===== config.mk =====
export PLATFORM = sky130hd
export DESIGN_NAME = sqrt_periph_param
export DESIGN_NICKNAME = d
export VERILOG_FILES = /design/src/rtl/sqrt_periph_param.sv
export SDC_FILE = /design/constraint.sdc
export NUM_CORES = 1
export LEC_CHECK = 0
export CAP_MARGIN = 20
export CORE_MARGIN = 2
export CORE_UTILIZATION = 55
export CTS_BUF_LIST = sky130_fd_sc_hd__clkbuf_16
export CTS_CLUSTER_DIAMETER = 100
export CTS_CLUSTER_SIZE = 40
export DETAILED_ROUTE_END_ITERATION = 6
export MAX_ROUTING_LAYER = met4
export PLACE_DENSITY = 0.77
export SLEW_MARGIN = 20
export SYNTH_ARGS = -nofsm -noshare
export SYNTH_HDL_FRONTEND = slang
export SYNTH_SLANG_ARGS = --single-unit

===== constraint.sdc =====
create_clock -name clk -period 3.8 [get_ports clk]
set_input_delay 0.57 -clock clk [delete_from_list [all_inputs] [get_ports clk]]
set_output_delay 0.57 -clock clk [all_outputs]
set_load 0.005 [all_outputs]

===== src/rtl/sqrt_periph_param.sv =====
// Memory-mapped integer square-root peripheral (digit-by-digit engine, WIDTH-bit operand).
// Latency: WIDTH/2 cycles from accepted start to ROOT/REM/done; register reads return 1 cycle after the strobe.
// Backpressure: none; a start while busy is dropped and flags overrun. Optional irq via SQRT_PERIPH_IRQ_EN.
module sqrt_periph_param #(
    parameter int WIDTH = 32
) (
    input  logic        clk,
    input  logic        reset,
    input  logic [31:0] d_in,
    input  logic        cs,
    input  logic [4:0]  addr,
    input  logic        rd,
    input  logic        wr,
    output logic [31:0] d_out,
    output logic        irq
);

    localparam int HW = WIDTH / 2;
    localparam int CW = $clog2(HW + 1);

    localparam logic [4:0] ADDR_CTRL = 5'h00;
    localparam logic [4:0] ADDR_A    = 5'h04;
    localparam logic [4:0] ADDR_STAT = 5'h08;
    localparam logic [4:0] ADDR_ROOT = 5'h0C;
    localparam logic [4:0] ADDR_REM  = 5'h10;

    typedef enum logic {IDLE, RUN} state_t;

    state_t state_q, state_d;

    logic [WIDTH-1:0] a_q;
    logic [WIDTH-1:0] op_q;
    logic [HW-1:0]    root_part_q;
    logic [HW:0]      rem_part_q;
    logic [CW-1:0]    cnt_q;
    logic [HW-1:0]    root_q;
    logic [HW:0]      rem_q;
    logic             done_q, overrun_q;
    logic             irq_en_q;

    // Upper write-data bits beyond the operand (and CTRL bit1 without irq support) are don't-care.
    logic unused_dat;
    assign unused_dat = ^d_in;

    // Bus decode
    logic wr_ctrl, wr_a, wr_stat, rd_en;
    logic start_req, start_ok, finish;
    assign wr_ctrl   = cs && wr && (addr == ADDR_CTRL);
    assign wr_a      = cs && wr && (addr == ADDR_A);
    assign wr_stat   = cs && wr && (addr == ADDR_STAT);
    assign rd_en     = cs && rd;
    assign start_req = wr_ctrl && d_in[0];
    assign start_ok  = start_req && (state_q == IDLE);
    assign finish    = (state_q == RUN) && (cnt_q == CW'(1));

    // One root digit per cycle: bring down two operand bits, trial-subtract (root<<2)|1.
    logic [HW+2:0] cand, sub, diff;
    logic          take;
    logic [HW:0]   rem_nx;
    logic [HW-1:0] root_nx;
    always_comb begin
        cand    = {rem_part_q, op_q[WIDTH-1 -: 2]};
        sub     = {1'b0, root_part_q, 2'b01};
        diff    = cand - sub;
        take    = (cand >= sub);
        rem_nx  = take ? diff[HW:0] : cand[HW:0];
        root_nx = {root_part_q[HW-2:0], take};
    end

    // Next values of the status flags; completion beats a same-cycle clear.
    logic done_d, overrun_d, irq_en_d;
    always_comb begin
        done_d = done_q;
        if (finish)
            done_d = 1'b1;
        else if (start_ok || (wr_stat && d_in[1]))
            done_d = 1'b0;

        overrun_d = overrun_q;
        if (start_req && (state_q == RUN))
            overrun_d = 1'b1;
        else if (wr_stat && d_in[2])
            overrun_d = 1'b0;

`ifdef SQRT_PERIPH_IRQ_EN
        irq_en_d = wr_ctrl ? d_in[1] : irq_en_q;
`else
        irq_en_d = 1'b0;
`endif
    end

    // FSM next state: IDLE waits for start, RUN counts down the digit iterations.
    always_comb begin
        state_d = state_q;
        case (state_q)
            IDLE:    if (start_ok) state_d = RUN;
            RUN:     if (finish)   state_d = IDLE;
            default: state_d = IDLE;
        endcase
    end

    // FSM state register
    always_ff @(posedge clk) begin
        if (reset) state_q <= IDLE;
        else       state_q <= state_d;
    end

    // Engine datapath: snapshot on start, iterate while running, publish result on the last digit.
    always_ff @(posedge clk) begin
        if (reset) begin
            op_q        <= '0;
            root_part_q <= '0;
            rem_part_q  <= '0;
            cnt_q       <= '0;
            root_q      <= '0;
            rem_q       <= '0;
        end else if (start_ok) begin
            op_q        <= a_q;
            root_part_q <= '0;
            rem_part_q  <= '0;
            cnt_q       <= CW'(HW);
        end else if (state_q == RUN) begin
            op_q        <= {op_q[WIDTH-3:0], 2'b00};
            root_part_q <= root_nx;
            rem_part_q  <= rem_nx;
            cnt_q       <= cnt_q - CW'(1);
            if (finish) begin
                root_q <= root_nx;
                rem_q  <= rem_nx;
            end
        end
    end

    // Software-visible registers and the registered interrupt line.
    always_ff @(posedge clk) begin
        if (reset) begin
            a_q       <= '0;
            done_q    <= 1'b0;
            overrun_q <= 1'b0;
            irq       <= 1'b0;
        end else begin
            if (wr_a) a_q <= d_in[WIDTH-1:0];
            done_q    <= done_d;
            overrun_q <= overrun_d;
            irq       <= done_d && irq_en_d;
        end
    end

`ifdef SQRT_PERIPH_IRQ_EN
    // Interrupt enable bit, written through CTRL bit1.
    always_ff @(posedge clk) begin
        if (reset) irq_en_q <= 1'b0;
        else       irq_en_q <= irq_en_d;
    end
`else
    assign irq_en_q = 1'b0;
`endif

    // Read mux, zero-extended to the bus width.
    logic [31:0] rdata;
    always_comb begin
        rdata = '0;
        case (addr)
            ADDR_CTRL: rdata[1]       = irq_en_q;
            ADDR_A:    rdata[WIDTH-1:0] = a_q;
            ADDR_STAT: rdata[2:0]     = {overrun_q, done_q, (state_q == RUN)};
            ADDR_ROOT: rdata[HW-1:0]  = root_q;
            ADDR_REM:  rdata[HW:0]    = rem_q;
            default:   rdata = '0;
        endcase
    end

    // Read data register: captures on a read strobe, holds otherwise.
    always_ff @(posedge clk) begin
        if (reset)      d_out <= '0;
        else if (rd_en) d_out <= rdata;
    end

endmodule


---- Word-level counts from Yosys, hierarchy flattened ----
Cells that the tools add are included.
operators by class
  add/subtract/negate cells ............... 2
  $mul .................................... 0
  divide/modulo/power cells ............... 0
  magnitude comparators ................... 1
  eq/ne operators ......................... 5
  shift operators ......................... 0
  muxes and demuxes ....................... 18
  bitwise operators ....................... 2
  reduce and logical (&&, ||, !) cells .... 18
operators by type and width
  kind                 number
  $mux 32              2
  $pmux 13 s3          1
  $ge 19x18->1         1
  $mux 17              1
  $sub 17x17->17       1
  $mux 15              1
  $pmux 1 s4           3
  $logic_and 1x1->1    11
  $eq 5x4->1 const B   2
  $mux 5               2
  $mux 1               6
  $reduce_bool 2->1    3
  $eq 5x1->1 const B   1
  $eq 5x3->1 const B   1
  $eq 5x5->1 const B   1
  $logic_not 5->1      1
  $sub 5x1->5 const B  1
  $pmux 1 s2           2
  $reduce_and 3->1     1
  $not 1->1            2
  $reduce_or 2->1      1
  $logic_or 1x1->1     1
storage, ports and cells
  bits in registers ....................... 170
  bits in latches ......................... 0
  RAM bits ................................ 0
  memory bits (read-only) ................. 0
  bits of input ports ..................... 42
  output and inout bits ................... 33
  logic and storage cells ................. 58
  memories kept ........................... 0

---- Logic depth before layout (Yosys ltp) ----
  depth in word-level cells ............... 7
  gate-level depth with buffers ........... 11
  gate-level depth less buffers ........... 9

---- Worst setup path after synthesis ----
Ideal clock, no wire load.
  kind .................................... register to register
  from .................................... reg root_part_q[6]
  to ...................................... reg rem_part_q[11]
  arrival time ............................ 2.517 ns
  required time ........................... 3.683 ns
  slack ................................... 1.166 ns
  cell stages (with the launch flop) ...... 10
  buffers on the path ..................... 0
  clock period less this slack ............ 2.634 ns
  path through ............................ dfxtp_1 inv_1 ha_1 a2111oi_4 nor3_2 o2111a_1 o31ai_4 nand2_4 mux2_4 a32o_1
on the way
  word-level cells in the longest chain between the ends .. 2
  elaborated cells on any way between the ends .. 3
  those cells by class .................... add/sub: 1; order compare: 1; mux: 1
ends and longest elaborated chain
  element                                                line    source
  start, declared                                        33      logic [HW-1:0] root_part_q;
  start signal, assigned                                 124     root_part_q <= root_nx;
  $sub 17x17->17 / $ge 19x18->1 (equally long branches)  64, 65
  $mux 17 *                                              66      rem_nx = take ? diff[HW:0] : cand[HW:0];
  end signal, assigned                                   125     rem_part_q <= rem_nx;
  end, declared                                          34      logic [HW:0] rem_part_q;
Mark *: on every way between the ends. The rest lies on a longest branch, timed or not.
A chain may end at the register's enable or synchronous reset.

---- Worst setup path in the final report ----
Ends and elaborated chain as after synthesis.

==> out/metrics.cfg <==
[pwr]
switchingPower_uw = 815
peakVddDrop_uv = 317
p_comb_share_pct = 5.1
p_int_uw = 2900
sw_frac_of_total_pct = 21.9
power_density_nw_per_um2 = 407
pwr-share-clk_pct = 46.5
p_seq_share_pct = 48.4
p_leak_uw = 0.00322

[synthesis]
async_flop_share_pct = 0
yosys.area.top_type_share_pct = 44.2
yosys.area.top_type = dfxtp_1
synth_cells = 967
synth-edff-count = 0
syn_area_per_cell_um2 = 7.95
syn-num-nets = 1029
synthDistinctLibCells = 62
ys_ff_latch = 170
synth-seq-area-share_pct = 44.2
synth_area_um2 = 7690
yosys_warnings = 0
ys.flop_type = dfxtp_1
synth_area_leaders = dfxtp_1 44%, a21oi_1 9.2%, nand2_1 8.2%

[sta]
setup_violations = 0
slew_headroom_pct = 21.0
slew_violations = 0
rsz0062_at_grt = false
fmax_mhz = 339
period_share_pct = 77.6
fin_crit_ns = 2.95
fin_setup_tns_ns = 0
worst_pin_slew_ns = 1.19
clock_skew_ns = 0.00676
finalHoldViolations = 0

[cells_and_area]
fill_cells = 1219
drive_above_1_share_pct = 5.97
layout.cells.non_filler = 1202
n_antenna_cell = 0
ff_latch_area_um2 = 3410
synthToLayoutAreaGrowth_pct = 18.5
multiInputGateArea_um2 = 3940
fin_nets = 1072

[cts]
cts_tree = built
cts_setup_buffers = 0
clock_path_buffers = 2
clock-root-buffer = clkbuf_16
clkSinkCount = 170
htreeDepth = 4
cts_buffers = 17
path_clk_slew_ns = 0.06
cts_hold_buf = 0
cts-resized-gates = 0
clkLatencyLatePin_ns = 0.43

[die]
ios = 75
fp.dieH_um = 122
die_w_um = 122
design.die.area_um2 = 14900
core-area_um2 = 13800
fp-row-count = 43
start_util_pct = 55.8

[grt]
grt_max_degree = 104
grt_pass1_wl_um = 32300
antenna_found_initial = 0
grt_pass1_vias = 6362
grt_usage_pct = 28.5
grt_remaining_overflow = 0

[worst_setup_path]
r2r_setup_slack_ns = 0.85
critPathMaxFanout = 19
worstPathRequired_ns = 4.12
worstSetupPathType = reg2reg
startpoint_type = register
rr_worst_depth = 9
crit_path_end_kind = register
cp.arrival_ns = 3.27

[placement]
dp.cells = 1171
hpwl_um = 13300
port_buffers = 73
gp_congestion = 0.870

[detailed_routing]
dr.pass1.iters = 7
post_drt_wl_per_cell_um = 16.9
postRouteAntennaNets = 0
wl_um = 20300
drcViolationCount = 2
drt_iter0_markers = 718
via_per_inst = 5.83
vias = 7006

[worst_hold_path]
whs_path_depth = 2
hold_path.class = reg2reg

[run_status]
violations = design-rule violations
status = complete, but fails checks

[job]
maxCapViolCount = 0

-- critical path, cell delays in order, from the launching register on --
cell	delay, ns
dfxtp_1	0.37
inv_1	0.06
ha_1	0.41
a2111oi_4	0.45
nor3_2	0.11
o2111a_1	0.33
o31ai_4	0.32
nand2_4	0.23
mux2_4	0.35
a32o_1	0.21
-- sequential cells by signal, indices dropped and copies added, names as in the netlist --
signal       cells
cnt_q            5
state_q          1
root_part_q     16
overrun_q        1
a_q             32
root_q          16
done_q           1
d_out           32
rem_part_q      17
op_q            32
rem_q           17
-- final cells by class --
cell class                      instances  area share, %
Multi-Input combinational cell        702           43.2
Sequential cell                       170           37.4
Timing Repair Buffer                   90           9.39
Clock buffer                           17           4.67
Tap cell                              180           2.47
Clock inverter                         14           1.73
Inverter                               29           1.19
-- cells in the mapped netlist, types with 13 or more instances --
library cell,instances
o21ai_0,40
ha_1,20
inv_1,29
dfxtp_1,170
nand2_1,167
nor3_1,24
nand3_1,13
a22oi_1,22
mux2i_1,41
a21oi_1,142
nor2_1,119
a211oi_1,17
clkbuf_1,58
-- layer usage --
layer	track usage, %	vias to the layer above	wire [um]
met5	-	-	0
met4	10.1	0	426
met3	4.74	39	1030
met2	46.1	242	9910
met1	36.1	3284	8960
li1	-	3441	-
-- placed cells by master, fill, tap and decap left out, types with 18 or more instances in the layout --
cell             instances
nor2_1                 119
ha_1                    20
nor3_1                  23
buf_4                   18
dfxtp_1                169
mux2i_1                 41
o21ai_0                 39
clkdlybuf4s50_1         72
nand2_1                167
inv_1                   31
a22oi_1                 22
a21oi_1                142
-- power groups by stage --
stage	registers (uW)	logic [uW]	clock network [uW]
after floorplan	1840	95.0	0
after global placement	1840	185	0
after detailed placement	1840	186	0
after CTS	1800	188	1730
after global routing	1800	203	1810
final	1800	189	1730
-- kinds of logic after synthesis --
logic type | Yosys count | synth area share [%]
fa+ha+maj | 20 | 3.25
buf+inv | 95 | 4.70
xor+xnor | 13 | 1.48
simple gates | 364 | 20.2
mux | 44 | 5.82
flops | 170 | 44.2
compound gates | 260 | 20.2
other cells | 1 | 0.0488
-- worst paths after layout --
check / start / to
hold reg to reg: root_q[3] / root_q[3]
setup / recovery: root_part_q[6] / rem_part_q[11]
hold / removal: root_q[3] / root_q[3]
setup reg to reg: root_part_q[6] / rem_part_q[11]
-- through the flow --
stage	cell area [um2]	utilization (%)	worst slack [ns]	hold WS (ns)	power, uW
3_3_place_gp	8530	62.0	0.954	0.442	2020
6_report	9120	66.2	0.850	0.457	3710
3_5_place_dp	8530	62.0	0.904	0.446	2020
2_1_floorplan	7690	-	1.17	0.436	1930
4_1_cts	9120	66.2	0.866	0.459	3720
5_1_grt	9120	66.2	0.693	0.481	3820
(Power assumes the default switching activity.)
